**src/rtl/sd_block_hexdump.sv**
```systemverilog
// Purpose: reads bytes from the SD buffer SRAM and prints them as uppercase hex text lines ending in CR LF over a byte UART.
// Latency: the first transmit comes 3 cycles after start (1 cycle with HEXDUMP_ADDR_PREFIX_EN); each new byte costs 2 FETCH/LATCH cycles.
// Backpressure: each character holds transmit until is_transmitting rises, then waits for it to fall; there is no timeout.
// Option: define HEXDUMP_ADDR_PREFIX_EN to begin every line with "XXX: " (the starting byte offset in hex).
module sd_block_hexdump #(
  parameter int BYTES_PER_LINE = 16
) (
  input  logic       clk,
  input  logic       reset,
  input  logic       start,
  input  logic [9:0] len,
  output logic [8:0] rd_addr,
  input  logic [7:0] rd_data,
  output logic       transmit,
  output logic [7:0] tx_byte,
  input  logic       is_transmitting,
  output logic       busy,
  output logic       done
);

  localparam logic [9:0] LP_COL_LAST = 10'(BYTES_PER_LINE - 1);

  typedef enum logic [3:0] {
    S_IDLE, S_FETCH, S_LATCH, S_HI, S_LO, S_SEP, S_CR, S_LF,
`ifdef HEXDUMP_ADDR_PREFIX_EN
    S_ADDR,
`endif
    S_FIN
  } state_t;

  state_t     r_state;
  state_t     w_next;
  logic       r_ph;      // 0: waiting for the UART to pick up the character, 1: waiting for it to finish
  logic [9:0] r_idx;
  logic [9:0] r_col;
  logic [9:0] r_len;
  logic [7:0] r_byte;
  logic [7:0] r_hold;    // last character sent; tx_byte keeps this value between characters
`ifdef HEXDUMP_ADDR_PREFIX_EN
  logic [2:0] r_acnt;    // which prefix character is being sent, 0..4
`endif

  logic       w_send;
  logic       w_adv;
  logic       w_last;
  logic       w_line_end;
  logic [7:0] w_char;
  logic [9:0] w_len_eff;

  function automatic logic [7:0] f_hex(input logic [3:0] n);
    return (n < 4'd10) ? (8'h30 + {4'h0, n}) : (8'h37 + {4'h0, n});
  endfunction

  assign w_len_eff  = ((len == 10'd0) || (len > 10'd512)) ? 10'd512 : len;
  assign w_last     = (r_idx == (r_len - 10'd1));
  assign w_line_end = (r_col == LP_COL_LAST);
  assign w_adv      = w_send & r_ph & ~is_transmitting;

  assign rd_addr  = r_idx[8:0];
  assign transmit = w_send & ~r_ph;
  assign tx_byte  = w_char;
  assign busy     = (r_state != S_IDLE);
  assign done     = (r_state == S_FIN);

  // Work out which states send a character, and which character each one sends
  always_comb begin
    w_send = 1'b0;
    w_char = r_hold;
    case (r_state)
      S_HI:  begin w_send = 1'b1; w_char = f_hex(r_byte[7:4]); end
      S_LO:  begin w_send = 1'b1; w_char = f_hex(r_byte[3:0]); end
      S_SEP: begin w_send = 1'b1; w_char = 8'h20; end
      S_CR:  begin w_send = 1'b1; w_char = 8'h0D; end
      S_LF:  begin w_send = 1'b1; w_char = 8'h0A; end
`ifdef HEXDUMP_ADDR_PREFIX_EN
      S_ADDR: begin
        w_send = 1'b1;
        case (r_acnt)
          3'd0:    w_char = f_hex({3'b000, r_idx[8]});
          3'd1:    w_char = f_hex(r_idx[7:4]);
          3'd2:    w_char = f_hex(r_idx[3:0]);
          3'd3:    w_char = 8'h3A;
          default: w_char = 8'h20;
        endcase
      end
`endif
      default: begin w_send = 1'b0; w_char = r_hold; end
    endcase
  end

  // Next-state logic; a sending state moves on only once its character has finished
  always_comb begin
    w_next = r_state;
    case (r_state)
      S_IDLE: begin
        if (start) begin
`ifdef HEXDUMP_ADDR_PREFIX_EN
          w_next = S_ADDR;
`else
          w_next = S_FETCH;
`endif
        end
      end
      S_FETCH: w_next = S_LATCH;
      S_LATCH: w_next = S_HI;
`ifdef HEXDUMP_ADDR_PREFIX_EN
      S_ADDR:  if (w_adv && (r_acnt == 3'd4)) w_next = S_FETCH;
`endif
      S_HI:    if (w_adv) w_next = S_LO;
      S_LO:    if (w_adv) w_next = (w_last || w_line_end) ? S_CR : S_SEP;
      S_SEP:   if (w_adv) w_next = S_FETCH;
      S_CR:    if (w_adv) w_next = S_LF;
      S_LF: begin
        if (w_adv) begin
          if (w_last) begin
            w_next = S_FIN;
          end else begin
`ifdef HEXDUMP_ADDR_PREFIX_EN
            w_next = S_ADDR;
`else
            w_next = S_FETCH;
`endif
          end
        end
      end
      S_FIN:   w_next = S_IDLE;
      default: w_next = S_IDLE;
    endcase
  end

  // State register
  always_ff @(posedge clk or posedge reset) begin
    if (reset) r_state <= S_IDLE;
    else       r_state <= w_next;
  end

  // Datapath: length and index tracking, byte capture, and the per-character handshake phase
  always_ff @(posedge clk or posedge reset) begin
    if (reset) begin
      r_ph   <= 1'b0;
      r_idx  <= 10'd0;
      r_col  <= 10'd0;
      r_len  <= 10'd0;
      r_byte <= 8'h00;
      r_hold <= 8'h00;
`ifdef HEXDUMP_ADDR_PREFIX_EN
      r_acnt <= 3'd0;
`endif
    end else begin
      if (!w_send)                        r_ph <= 1'b0;
      else if (!r_ph && is_transmitting)  r_ph <= 1'b1;
      else if (r_ph && !is_transmitting)  r_ph <= 1'b0;

      if (w_send) r_hold <= w_char;

      if ((r_state == S_IDLE) && start) begin
        r_len <= w_len_eff;
        r_idx <= 10'd0;
        r_col <= 10'd0;
`ifdef HEXDUMP_ADDR_PREFIX_EN
        r_acnt <= 3'd0;
`endif
      end

      if (r_state == S_LATCH) r_byte <= rd_data;

      if ((r_state == S_SEP) && w_adv) begin
        r_idx <= r_idx + 10'd1;
        r_col <= r_col + 10'd1;
      end

      if ((r_state == S_LF) && w_adv && !w_last) begin
        r_idx <= r_idx + 10'd1;
        r_col <= 10'd0;
`ifdef HEXDUMP_ADDR_PREFIX_EN
        r_acnt <= 3'd0;
`endif
      end

`ifdef HEXDUMP_ADDR_PREFIX_EN
      if ((r_state == S_ADDR) && w_adv) r_acnt <= r_acnt + 3'd1;
`endif
    end
  end

endmodule

```
**config.mk**
```make
export PLATFORM = sky130hd
export DESIGN_NAME = sd_block_hexdump
export DESIGN_NICKNAME = d
export VERILOG_FILES = /design/src/rtl/sd_block_hexdump.sv
export SDC_FILE = /design/constraint.sdc
export NUM_CORES = 1
export LEC_CHECK = 0
export CORE_MARGIN = 10
export CORE_UTILIZATION = 50
export DETAILED_ROUTE_END_ITERATION = 7
export MAX_ROUTING_LAYER = met4
export PLACE_DENSITY = 0.83
export SLEW_MARGIN = 15
export SYNTH_ARGS = -nofsm -noshare
export SYNTH_HDL_FRONTEND = slang
export SYNTH_SLANG_ARGS = --single-unit
```
**constraint.sdc**
```tcl
create_clock -name clk -period 2.2 [get_ports clk]
set_input_delay 0.44 -clock clk [delete_from_list [all_inputs] [get_ports clk]]
set_output_delay 0.44 -clock clk [all_outputs]
set_load 0.02 [all_outputs]
```
==> results of run 1 <==
## repair_timing
| action | CTS | global route |
|---|---|---|
| cloned | 1 | 0 |
| pin swaps | 31 | 21 |
| hold buffers | 0 | 0 |
| setup endpoints to repair | 24 | 31 |
| buffers inserted | 7 | 8 |
| resized for setup | 73 | 48 |
## layer usage
| layer | GRT usage, % | up-vias | routed length [µm] |
|---|---|---|---|
| li1 | - | 1596 | - |
| met1 | 21.5 | 1636 | 3990 |
| met2 | 30.7 | 105 | 5210 |
| met3 | 3.13 | 27 | 445 |
| met4 | 6.43 | 0 | 240 |
| met5 | - | - | 0 |
## metrics by stage
stage          util, %  hold slack (ps)  std cells  power, mW
3_3_place_gp      64.7              463        540       4.49
2_1_floorplan        -              444        391       3.31
6_report          73.7              486        564       6.16
5_1_grt           73.7              519        564       6.55
4_1_cts           69.8              490        556       5.66
3_5_place_dp      64.7              463        540       4.60
## synthesized netlist by cell type (8+ instances only)
cell type and number:
dfrtp_1 51, nand2_1 42, nor2_1 35, o21ai_0 28, nand3_1 24, a21oi_1 21, inv_1 14, nand2b_1 14
clkbuf_1 13, nor3_1 12, buf_4 9, nor2b_1 8, xnor2_1 8
## power groups by stage
stage	combinational, mW	clock (mW)	sequential, mW
after detailed placement	3.11	0	1.49
after CTS	3.39	0.795	1.47
after global placement	3.01	0	1.48
after global routing	4.20	0.829	1.52
after floorplan	1.86	0	1.45
final	3.88	0.788	1.49
## logic make-up after synthesis
logic type,count (synthesis),share of synthesized area [%]
buffers and inverters,41,5.97
flip-flops,51,38.5
AO/OA/AOI/OAI,102,21.4
XOR/XNOR,12,3.40
multiplexers,4,1.36
adder cells (fa/ha/maj),5,1.89
AND/OR/NAND/NOR,176,27.5
## worst register-to-register path, cell delays in order, from the launching register on
cell,delay (ps)
dfrtp_1,420
buf_4,140
or4_4,470
o221ai_2,200
o211ai_1,180
o2111ai_4,270
o21ai_4,120
buf_4,150
buf_6,100
nand3_1,80
nand3_1,80
## worst max-delay path by stage
| stage | from | to | cells after the start |
|---|---|---|---|
| 3_5_place_dp | r_byte[5] | tx_byte[2] | 9 |
| 6_report | r_byte[5] | tx_byte[2] | 9 |
| 4_1_cts | r_byte[5] | tx_byte[2] | 9 |
| 5_1_grt | r_byte[5] | tx_byte[2] | 9 |
| 2_1_floorplan | r_len[0] | r_state[0] | 9 |
| 3_3_place_gp | r_byte[4] | tx_byte[2] | 9 |
## cell type report
| type | instances | area, µm² | share of cell area, % |
|---|---|---|---|
| multi-input combinational | 300 | 2170 | 46.0 |
| sequential | 51 | 1280 | 27.1 |
| timing repair buffer | 114 | 977 | 20.8 |
| tap | 77 | 96.3 | 2.05 |
| clock buffer | 5 | 68.8 | 1.46 |
| clock inverter | 3 | 67.6 | 1.44 |
| inverter | 14 | 52.6 | 1.12 |
## layout by cell type, fill, tap and decap left out, drive strengths merged, types with 2 or more instances in the layout
master / count
dfrtp: 51
a221o: 2
and2: 6
a211oi: 3
clkbuf: 5
xor2: 3
nor4b: 2
o221ai: 6
nand3: 24
bufinv: 2
o31ai: 2
nor3: 13
o22ai: 5
clkdlybuf4s50: 30
xnor2: 9
buf: 80
nor2: 35
and3: 5
o21a: 6
o21ai: 34
a21oi: 22
nor4: 7
or2: 5
nand2b: 14
inv: 14
nor2b: 8
o22a: 4
nand2: 44
a22oi: 4
a31oi: 2
mux2: 4
ha: 5
dlygate4sd2: 3
or3: 5
o211ai: 4
nand4: 3
## state kept, by name, summed over array words and instances, names as in the netlist
name,cells
r_col,10
r_idx,10
r_len,10
r_byte,8
r_hold,8
r_state,4
r_ph,1
==> key figures, run 1 <==
Routing
  – Avg Vias per Cell: 5.96
  – Total Wirelength: roughly 9900 µm
  – WL/cell: about 18 µm
  – Vias: around 3.4k
  – Post-DRT Antenna Nets: 0
  – Initial DRC Count: between 200 and 250
  – Router iterations before antenna repair: 4
  – Drc violations: 0

Global routing
  – GR Util All Layers: around 18%
  – GRT Residual Overflow: 0
  – Initial antenna violation count: 0
  – Largest net degree at the start of global routing: 52
  – Vias in the first global route: between 3k and 4k
  – First-pass GRT wire length: ~15000 µm

Timing
  – Final worst slack: -227 ps
  – F_max: 0.412 GHz
  – Unrepaired setup endpoints after global routing: true
  – Fin Clk Skew: around 13 ps
  – Fin. Hold Viols: 0
  – # setup viols final: 24
  – Fin crit share: 110%
  – Fin. max-slew vios: 0
  – Min cycle time layout: approximately 2400 ps
  – Setup tns final: -2070 ps
  – Least-Margin Pin Slew: about 510 ps
  – Slew headroom: 66.1%

Clocking
  – TritonCTS clock tree: yes
  – CTS H-tree lvls: 2
  – Clk buf depth: 2
  – Cts bufs inserted: 5
  – Worst-path clk slew: around 100 ps
  – Root Driver: clkbuf_8
  – Clk_lat worst skew: approximately 320 ps
  – Sinks on Clock Net: 51

Power
  – Internal power: 3.55 mW
  – Switching pwr: 2.60 mW
  – Clk network pwr share: between 10% and 20%
  – Leakage: about 2.1 nW
  – Sequential power share: around a quarter
  – Sw frac: between 40 and 50%
  – Worst vdd ir: about 910 µV
  – Pwr Density: about 1300 mW/mm²
  – Gate power share: 63.0%

Critical path
  – Top delay family on crit path: simple AND/OR/NAND/NOR gates
  – WP buf/inv: 2
  – Req. time, crit path: ~1800 ps
  – CP startpoint kind: flop
  – Crit Path Category: flop to output port
  – Worst r2r src: r_len[1]
  – Max FO, Critical Path: 2
  – CP cell instances: inv_2 -> ha_4 -> nand2_2 -> or3_1 -> nand3_2 -> nand2_2 -> a21oi_2 -> o22a_1 -> buf_6
  – R2r setup slk: -130 ps
  – Critical path capture point type: output port
  – CP dominant cell by count: nand2_2
  – Arrival time at the worst endpoint: slightly below 2000 ps
  – Critical path's largest stage delay: about 400 ps
  – Worst r2r path cells: 10
  – Crit-path slowest cell: dfrtp_1
  – Reg-to-reg endpoint: r_col[9]

Layout
  – Final nets: between 500 and 600
  – Final Instance Area: approximately 0.0047 mm²
  – Fill count: about 420
  – Layout cells sized above 1: 34.7%
  – Area growth from synthesis to layout: 42.1%
  – Antenna diodes: 0

Synth
  – Unique masters post-synth: between 60 and 70
  – Yosys top cell area share: roughly two fifths
  – EDFF count, synth: 0
  – Area contributors post-synth: dfrtp_1 39%, nand2_1 4.8%, o21ai_0 4.2%, nor2_1 4.0%, nand3_1 3.6%
  – Post-synthesis sequential area ratio: about 39%
  – Syn_nets: between 400 and 500
  – Synth warn: 0
  – Yosys reg bits: just over 50
  – Async SR Flop Fraction: between 90% and 100%
  – Synthesized area: approximately 0.0033 mm²
  – Cells after Synth: a little under 400
  – Syn_area_per_cell: between 8 and 9 µm²
  – Main flop type after synthesis: dfrtp_1
  – Yosys top cell by area: dfrtp_1

Status
  – Failing checks: setup timing
  – Status: complete, but fails checks

Placement
  – Routability congestion estimate: approximately 0.87
  – Cell Area, Placed: 0.00413 mm²
  – Post-DP HPWL: 6130 µm
  – Worst slack at placement: -401 ps
  – IO buf count: just over 40

Run
  – # Max-Cap Violations: 0

Die
  – DIE WIDTH: between 100 and 150 µm
  – Number of I/O pins: between 40 and 50
  – Row Count: 29
  – Die area: approximately 0.01 mm²
  – Die Span Y: between 100 and 150 µm
  – CORE AREA: roughly 0.0064 mm²
  – Starting density of the core: 51.9%

Min path
  – Worst min-delay path category: input port to asynchronous set/reset pin
Power figures use the tool's default switching activity.
==> inputs of run 2 (changes only) <==
--- a/config.mk
+++ b/config.mk
@@ -6,10 +6,10 @@
 export NUM_CORES = 1
 export LEC_CHECK = 0
 export CORE_MARGIN = 10
-export CORE_UTILIZATION = 50
+export CORE_UTILIZATION = 35
 export DETAILED_ROUTE_END_ITERATION = 7
 export MAX_ROUTING_LAYER = met4
-export PLACE_DENSITY = 0.83
+export PLACE_DENSITY = 0.64
 export SLEW_MARGIN = 15
 export SYNTH_ARGS = -nofsm -noshare
 export SYNTH_HDL_FRONTEND = slang
==> constraint.sdc (replaced) <==
create_clock -name clk -period 2.2 [get_ports clk]
set_input_delay 0.44 -clock clk [delete_from_list [all_inputs] [get_ports clk]]
set_output_delay 0.44 -clock clk [all_outputs]
set_load 0.1 [all_outputs]
==> key figures, run 2 (synthesis gave the netlist of run 1 again) <==
Clocking
  – Clk_lat worst skew: 310 ps (about the same)
  – Clk buf depth: 2 (unchanged)
  – Cts bufs inserted: 5 (unchanged)
  – Worst-path clk slew: 110 ps (about the same)
  – CTS H-tree lvls: 2 (unchanged)
  – Post-CTS Hold Buffers: 0 (unchanged)
  – TritonCTS clock tree: yes
  – Sinks on Clock Net: 51 (unchanged)
  – Root Driver: clkbuf_8

Layout
  – Final nets: 498 (-2.9%)
  – Commonest non-fill, non-tap cells in the layout: 59 x buf_4, 48 x dfrtp_1, 39 x nand2_1
  – Final Instance Area: 0.00473 mm² (+0.53%)
  – Area growth from synthesis to layout: 42.9%
  – Layout cells sized above 1: 37.3% (+2.6 points)
  – Commonest non-fill, non-tap cell in the layout: buf_4
  – Largest regs: r_col: 10 flops, r_idx: 10 flops, r_len: 10 flops
  – Antenna diodes: 0 (unchanged)

Timing
  – F_max: 0.405 GHz (-1.7%)
  – Fin crit share: 112% (+1.9 points)
  – Final worst slack: -269 ps (-42.6 ps)
  – Hold_ws: 480 ps (-5.89 ps)
  – Slew headroom: 57.2% (-8.9 points)
  – Unrepaired setup endpoints after global routing: true
  – Least-Margin Pin Slew: 642 ps (+134 ps)
  – Min cycle time layout: 2470 ps (+42.6 ps)
  – Fin. max-slew vios: 0 (unchanged)
  – # setup viols final: 12 (-50%)
  – Fin Clk Skew: 17.6 ps (+4.52 ps)
  – Fin. Hold Viols: 0 (unchanged)

Critical path
  – Worst r2r path cells: 9 (-1)
  – Crit-path slowest cell: dfrtp_1
  – Arrival time at the worst endpoint: 2030 ps (+40 ps)
  – CP startpoint kind: flop
  – Crit Path Category: flop to output port
  – Crit. Startpoint: r_byte[4]
  – Critical path capture point type: output port
  – Req. time, crit path: 1760 ps (about the same)
  – Max FO, Critical Path: 2 (unchanged)
  – Critical path's largest stage delay: 410 ps (about the same)
  – CP cell instances: inv_2 -> ha_4 -> nand2_2 -> or3_1 -> nand3_1 -> nand2_1 -> a21oi_1 -> buf_4 -> o22a_4 -> buf_12
  – Worst r2r src: r_len[1]

Power
  – Sequential power share: 22.0% (-2.3 points)
  – Internal power: 3.49 mW (-1.8%)
  – Worst vdd ir: 1260 µV (+38%)
  – Tot Pwr: 6.99 mW (+14%)
  – Clk network pwr share: 8.5% (-4.3 points)
  – Switching pwr: 3.50 mW (+34%)
  – Pwr Density: 1480 mW/mm² (+13%)
  – Gate power share: 69.5% (+6.5 points)
  – Sw frac: 50.1% (+7.8 points)
  – Leakage: 2.04 nW (-0.68%)

Global routing
  – First-pass GRT wire length: 14400 µm (-5.4%)
  – GRT Residual Overflow: 0 (unchanged)
  – GR Util All Layers: 13.1% (-5.2 points)
  – Vias in the first global route: 3031 (-7.8%)
  – Largest net degree at the start of global routing: 52 (unchanged)
  – Initial antenna violation count: 0 (unchanged)

Die
  – DIE WIDTH: 117 µm (+16%)
  – CORE AREA: 0.00924 mm² (+45%)
  – Row Count: 35 (+21%)
  – Starting density of the core: 35.8% (-16 points)
  – Die area: 0.0138 mm² (+34%)
  – Die Span Y: 117 µm (+16%)
  – Number of I/O pins: 42 (unchanged)

Routing
  – Avg Vias per Cell: 5.26 (-12%)
  – Initial DRC Count: 207 (-1.4%)
  – Router iterations before antenna repair: 4 (unchanged)
  – Vias: 3164 (-5.9%)
  – WL/cell: 15.0 µm (-14%)
  – Total Wirelength: 9020 µm (-8.8%)
  – Post-DRT Antenna Nets: 0 (unchanged)
  – Drc violations: 0 (unchanged)

Placement
  – Cell Area, Placed: 0.00426 mm² (+3.2%)
  – Routability congestion estimate: 0.888 (+2.2%)
  – Post-DP HPWL: 6330 µm (+3.3%)
  – IO buf count: 41 (unchanged)

Min path
  – Worst min-delay path category: input port to asynchronous set/reset pin

Status
  – Failing checks: setup timing
  – Status: complete, but fails checks

Run
  – # Max-Cap Violations: 0 (unchanged)
run 2: cell types whose count changed in the layout (fill, tap and decap cells not counted), sizes merged:
cell	delta
inv	+2
clkdlybuf4s50	-9
clkinv	+1
buf	-2
bufinv	-2
clkinvlp	-1
clkdlybuf4s15	-1
dlygate4sd2	-3
run 2: per-stage QoR:
stage	instances	setup TNS (ps)	setup slack [ps]	util, %
after floorplan	391	-1240	-621	-
after global placement	580	-56.8	-45.3	46.1
after detailed placement	580	-357	-92.8	46.1
after CTS	595	-476	-279	48.9
after global routing	601	-3380	-381	51.2
final	601	-627	-269	51.2
run 2: power by group through the flow:
stage | Combinational, mW | Sequential (mW) | Clock [mW]
global placement | 4.35 | 1.51 | 0
CTS | 4.65 | 1.53 | 0.613
finish | 4.86 | 1.54 | 0.594
floorplan | 2.94 | 1.46 | 0
detailed placement | 4.40 | 1.52 | 0
global route | 5.19 | 1.58 | 0.659
run 2: final timing paths:
kind	slack (ps)	endpoint
worst min-delay path	480	r_hold[1]
worst max-delay path	-270	tx_byte[2]
worst max register to register	-70	r_idx[9]
max in group asynchronous	1470	r_idx[4]
worst min register to register	490	r_hold[7]
min in group clk	490	r_hold[7]
run 2: worst max-delay path, delay by kind of cell (launching register included):
kind	cells	cell delay (ps)
simple gates	4	500
compound gates	2	260
fa+ha+maj	1	140
buf+inv	3	390
flops	1	410
run 2: layout make-up:
cell class / instances / area [µm²]
clock inverters: 3 / 26.3
fillers: 860 / 4510
inverters: 14 / 52.6
clock buffers: 5 / 68.8
repair buffers: 99 / 981
well taps: 129 / 161
flip-flops and latches: 51 / 1280
multi-input cells: 300 / 2160
run 2: what timing repair did:
item,4_1_cts,5_1_grt
setup endpoints to repair,18,30
buffers inserted,7,6
cloned,0,1
pin swaps,27,19
gates resized for setup,37,38
run 2: routing by layer:
metal  track usage [%]  up-vias  wire length (µm)
met4              3.38        0                95
met3              2.34        6               368
met2              22.2       68              4680
met1              15.7     1531              3880
li1                  -     1559                 -
met5                 -        -                 0
